<file path="src/rtl/control_unit_mc.sv">
// rtl/control_unit_mc.sv - multi-cycle processor control FSM with wait states, stall, HALT/TRAP and retired counter
module control_unit_mc #(
  parameter int                 CODE_W     = 3,
  parameter logic [CODE_W-1:0]  STORE_CODE = {CODE_W{1'b1}},
  parameter logic [CODE_W-1:0]  HALT_CODE  = '0,
  parameter int                 ROM_WAIT   = 0,
  parameter int                 RAM_WAIT   = 0,
  parameter int                 RET_W      = 16
) (
  input  logic              clk,
  input  logic              rst,
  input  logic [1:0]        instruction_type,
  input  logic [CODE_W-1:0] instruction_code,
  input  logic              stall,
  input  logic              resume,
  output logic [2:0]        state,
  output logic              ma,
  output logic              rd,
  output logic              wd,
  output logic              rw,
  output logic              enram,
  output logic              enrom,
  output logic              fsr_sel,
  output logic              ir_load,
  output logic              alu_en,
  output logic              pc_inc,
  output logic              halted,
  output logic              trap,
  output logic [RET_W-1:0]  retired
);

  localparam logic [2:0] FETCH     = 3'b000;
  localparam logic [2:0] DECODE    = 3'b001;
  localparam logic [2:0] READMEM   = 3'b010;
  localparam logic [2:0] WRITEMEM  = 3'b011;
  localparam logic [2:0] EXECALU   = 3'b100;
  localparam logic [2:0] STOREEXEC = 3'b101;
  localparam logic [2:0] HALT      = 3'b110;
  localparam logic [2:0] TRAP      = 3'b111;

  localparam logic [3:0] ROM_LAST = 4'(ROM_WAIT);
  localparam logic [3:0] RAM_LAST = 4'(RAM_WAIT);

  logic [3:0] cnt;
  logic       fsr_q;
  logic [2:0] state_nx;

  always_comb begin
    state_nx = state;
    case (state)
      FETCH:     if (cnt == ROM_LAST) state_nx = DECODE;
      DECODE: begin
        case (instruction_type)
          2'b00:        state_nx = EXECALU;
          2'b01, 2'b10: state_nx = (instruction_code == STORE_CODE) ? WRITEMEM : READMEM;
          default:      state_nx = (instruction_code == HALT_CODE) ? HALT : TRAP;
        endcase
      end
      READMEM:   if (cnt == RAM_LAST) state_nx = EXECALU;
      WRITEMEM:  if (cnt == RAM_LAST) state_nx = STOREEXEC;
      EXECALU:   state_nx = FETCH;
      STOREEXEC: state_nx = FETCH;
      HALT:      if (resume) state_nx = FETCH;
      default:   state_nx = FETCH;
    endcase
  end

  // HALT keeps cnt at 0 so a long halt cannot wrap the wait counter
  always_ff @(posedge clk) begin
    if (rst) begin
      state   <= FETCH;
      cnt     <= 4'd0;
      fsr_q   <= 1'b0;
      retired <= '0;
    end else if (!stall) begin
      state <= state_nx;
      cnt   <= (state_nx != state || state == HALT) ? 4'd0 : cnt + 4'd1;
      if (state == DECODE) fsr_q <= (instruction_type == 2'b10);
      if (state == EXECALU || state == STOREEXEC) retired <= retired + 1'b1;
    end
  end

  always_comb begin
    ma      = 1'b0;
    rd      = 1'b0;
    wd      = 1'b0;
    rw      = 1'b0;
    enram   = 1'b0;
    enrom   = 1'b0;
    fsr_sel = 1'b0;
    ir_load = 1'b0;
    alu_en  = 1'b0;
    pc_inc  = 1'b0;
    halted  = 1'b0;
    trap    = 1'b0;
    case (state)
      FETCH: begin
        enrom   = 1'b1;
        ir_load = (cnt == ROM_LAST);
      end
      READMEM: begin
        ma      = 1'b1;
        rd      = 1'b1;
        enram   = 1'b1;
        rw      = 1'b1;
        fsr_sel = fsr_q;
      end
      WRITEMEM: begin
        ma      = 1'b1;
        wd      = 1'b1;
        enram   = 1'b1;
        fsr_sel = fsr_q;
      end
      EXECALU: begin
        alu_en = 1'b1;
        pc_inc = 1'b1;
      end
      STOREEXEC: pc_inc = 1'b1;
      HALT:      halted = 1'b1;
      TRAP: begin
        trap   = 1'b1;
        pc_inc = 1'b1;
      end
      default: ;
    endcase
  end

endmodule

</file>
<file path="config.mk">
export PLATFORM = sky130hd
export DESIGN_NAME = control_unit_mc
export DESIGN_NICKNAME = d
export VERILOG_FILES = /design/src/rtl/control_unit_mc.sv
export SDC_FILE = /design/constraint.sdc
export NUM_CORES = 1
export LEC_CHECK = 0
export CORE_MARGIN = 4
export CORE_UTILIZATION = 42
export DETAILED_ROUTE_END_ITERATION = 10
export GPL_TIMING_DRIVEN = 0
export PLACE_DENSITY_LB_ADDON = 0.05
export SYNTH_ARGS = -nofsm -noshare
export SYNTH_HDL_FRONTEND = slang
export SYNTH_SLANG_ARGS = --single-unit
export TNS_END_PERCENT = 100
</file>
<file path="constraint.sdc">
create_clock -name clk -period 1.9 [get_ports clk]
set_clock_uncertainty 0.1 [all_clocks]
set_input_delay 0.19 -clock clk [delete_from_list [all_inputs] [get_ports clk]]
set_output_delay 0.19 -clock clk [all_outputs]
set_load 0.02 [all_outputs]
</file>
==> results.md <==
- Worst VDD drop: 0.340 mV
- Top-count cell post-synth: dfxtp_1
- Syn_nets: 184
- Setup CP Type: reg -> out
- Synth Instances: 169
- End-of-flow core utilization: 61.6%
- Final setup TNS: 0 ps
- Synth area leader: dfxtp_1
- # diodes: 0
- Root buffer cell: clkbuf_4
- Clock latency on the worst-skew pair: roughly 310 ps
- Power Internal: slightly above 0.7 mW
- Largest net degree at the start of global routing: 14
- Post-synth EDFFs: 0
- Register area: 488 µm²
- Area grow syn2layout: 39.8%
- CTS Buffer Depth: 2
- Die H: 64.6 µm
- Hold-fix buffers, CTS: 0
- Die area: approximately 0.0042 mm²
- # port buffers: 39
- Worst Path Max Fanout: 10
- Endpoints failing hold: 0
- Crit path required time: approximately 1600 ps
- Via/cell ratio: 5.26
- Post-synthesis sequential area ratio: 35.7%
- FILL cells: 309
- Non-Filler Instances: 260
- GR Overflow Total: 0
- Num rows: 20
- Clock transition at path regs: 130 ps
- Hold Path Stages: 2
- Drt total wl: ~3500 µm
- GRT Util Overall: 17.3%
- Final GP Congestion: 0.756
- Initial antenna violation count: 0
- Status: finished, final reports clean
- Switching power: approximately 0.30 mW
- Cell area after synthesis: 0.00135 mm²
- Tmin final: 1850 ps
- PD cells: 544 mW/mm²
- Worst hold slack: between 300 and 400 ps
- Syn Area/Cell: 7.97 µm²
- DR vias: 1367
- Arr. time, crit path: 1560 ps
- TritonCTS clock tree: built
- P_leak: 0.701 nW
- H-tree levels: 1
- Asr flop ratio synth: 0%
- Initial Util: 44.1%
- Final nets: 232
- Post-DP HPWL: approximately 2500 µm
- Placed Cells: 252
- Crit. End Element: primary output
- Initial DRT Pass Iterations: 4
- Yosys warning total: 0
- Post-synth top flop: dfxtp_1
- Finish-stage setup viols: 0
- Clock sinks: 24
- Tcrit/Tclk final: 97.3%
- Count of cell types in the netlist: 37
- Switching Share: 29.3%
- Clock power share: 26.9%
- Setup slack after placement: -550 ps
- Final worst slack: between 50 and 60 ps
- RSZ-0062 raised after global routing: true
- Vias in the first global route: 1357
- Core area: 0.00305 mm²
- CTS Buf Count: 3
- Area of the multi-input gates: 813 µm²
- Max Clock Freq: 541 MHz
- Top cells by area, synth: dfxtp_1, ha_1, xnor2_1, nor2_1, nand4_1
- Reg2reg setup slack: 80 ps
- DRT antenna net count: 0
- Rel. slew slack: 66.3%
- Seq pwr share: between 50% and 60%
- Comb pwr share: 21.7%
- Commonest cells post-synth: dfxtp_1, nor2_1, nand2_1
- Post-route DRC violation count: 0
- Top Ports: 40
- First-pass GRT wire length: 5890 µm
- Starting DRT DRC Count: 69
- FF-to-FF path depth: 4
- Worst slew pin tran: 505 ps
- CP startpoint kind: flop
- Number of max-cap violations: 0
- Share of layout cells above drive strength 1: 13.9%
- Average routed wire per standard cell: 13.3 µm
- Synth Register Bits: 24
- Hold/Removal Path Class: reg -> reg
- Top cell type's share of synthesized area: between 30% and 40%
- Slew Viols, Final: 0
- Die Span X: 64.6 µm
==> flip-flops by register name, indices dropped and copies added, names as in the netlist <==
register,cells
retired,16
cnt,4
state,3
fsr_q,1
==> cells by family after synthesis <==
group | share of synthesized area (%)
AOI/OAI and AO/OA | 11.7
adders and majority gates | 5.58
and+or+nand+nor | 32.8
DFF | 35.7
muxes | 1.58
buffers and inverters | 6.13
xor gates and xnor gates | 6.51
==> worst paths after layout <==
kind / startpoint / endpoint
max: state[2]$_SDFFE_PP0N_ / wd
max reg2reg: state[2]$_SDFFE_PP0N_ / retired[15]$_SDFFE_PP0P_
min reg2reg: retired[15]$_SDFFE_PP0P_ / retired[15]$_SDFFE_PP0P_
min: retired[15]$_SDFFE_PP0P_ / retired[15]$_SDFFE_PP0P_
==> stage by stage <==
stage | power (mW) | area, µm²
after floorplan | 0.659 | 1350
after global placement | 0.754 | 1800
after detailed placement | 0.758 | 1800
after CTS | 1.02 | 1850
after global routing | 1.07 | 1880
final | 1.02 | 1880
==> worst max-delay path: stages, from the launching register on <==
cell	delay, ps
dfxtp_4	380
buf_2	240
inv_2	120
and3_1	190
dlygate4sd2_1	320
==> final cells by class <==
class | instances | area share (%)
clock buffers | 4 | 1.93
plain buffers | 8 | 2.26
multi-input cells | 125 | 43.2
flip-flops and latches | 24 | 25.9
well taps | 44 | 2.93
repair buffers | 44 | 21.5
inverters | 11 | 2.19
==> what timing repair did <==
action,in CTS,in global routing
setup endpoints to repair,15,13
gates cloned,0,0
buffers inserted,1,4
pin swaps,0,1
gates resized for setup,27,10
==> power groups by stage <==
stage                     clock network (mW)  registers [mW]  logic (mW)
final                                  0.275           0.527       0.222
after global placement                     0           0.536       0.218
after floorplan                            0           0.541       0.118
after CTS                              0.281           0.527       0.217
after global routing                   0.296           0.529       0.241
after detailed placement                   0           0.537       0.221
==> per-layer routing <==
layer / share of wire, % / vias to the layer above / global-route usage [%]
li1: - / 695 / -
met3: 5.2 / 2 / 3.99
met4: 0.43 / 0 / 3.96
met5: 0 / - / 0
met1: 48 / 641 / 22.0
met2: 47 / 29 / 29.5
==> cells in the final DEF, fill, tap and decap left out, types with 2 or more instances in the layout <==
master	count
clkdlybuf4s50_1	26
dfxtp_1	20
nor2_1	16
nand2_1	15
inv_1	10
nand4_1	10
dlygate4sd2_1	9
xnor2_1	8
buf_4	8
a21oi_1	7
nor3_1	6
nand3_1	6
ha_1	6
clkbuf_4	4
o21ai_0	4
or3_1	4
clkbuf_1	4
nor4_1	4
nand2b_1	3
and3_1	3
nor2b_1	3
dfxtp_2	3
buf_2	2
and2_1	2
xor2_1	2
o31a_1	2
a221oi_1	2
o221ai_1	2
a31oi_1	2
No activity file was read; power rests on OpenSTA's default activity.
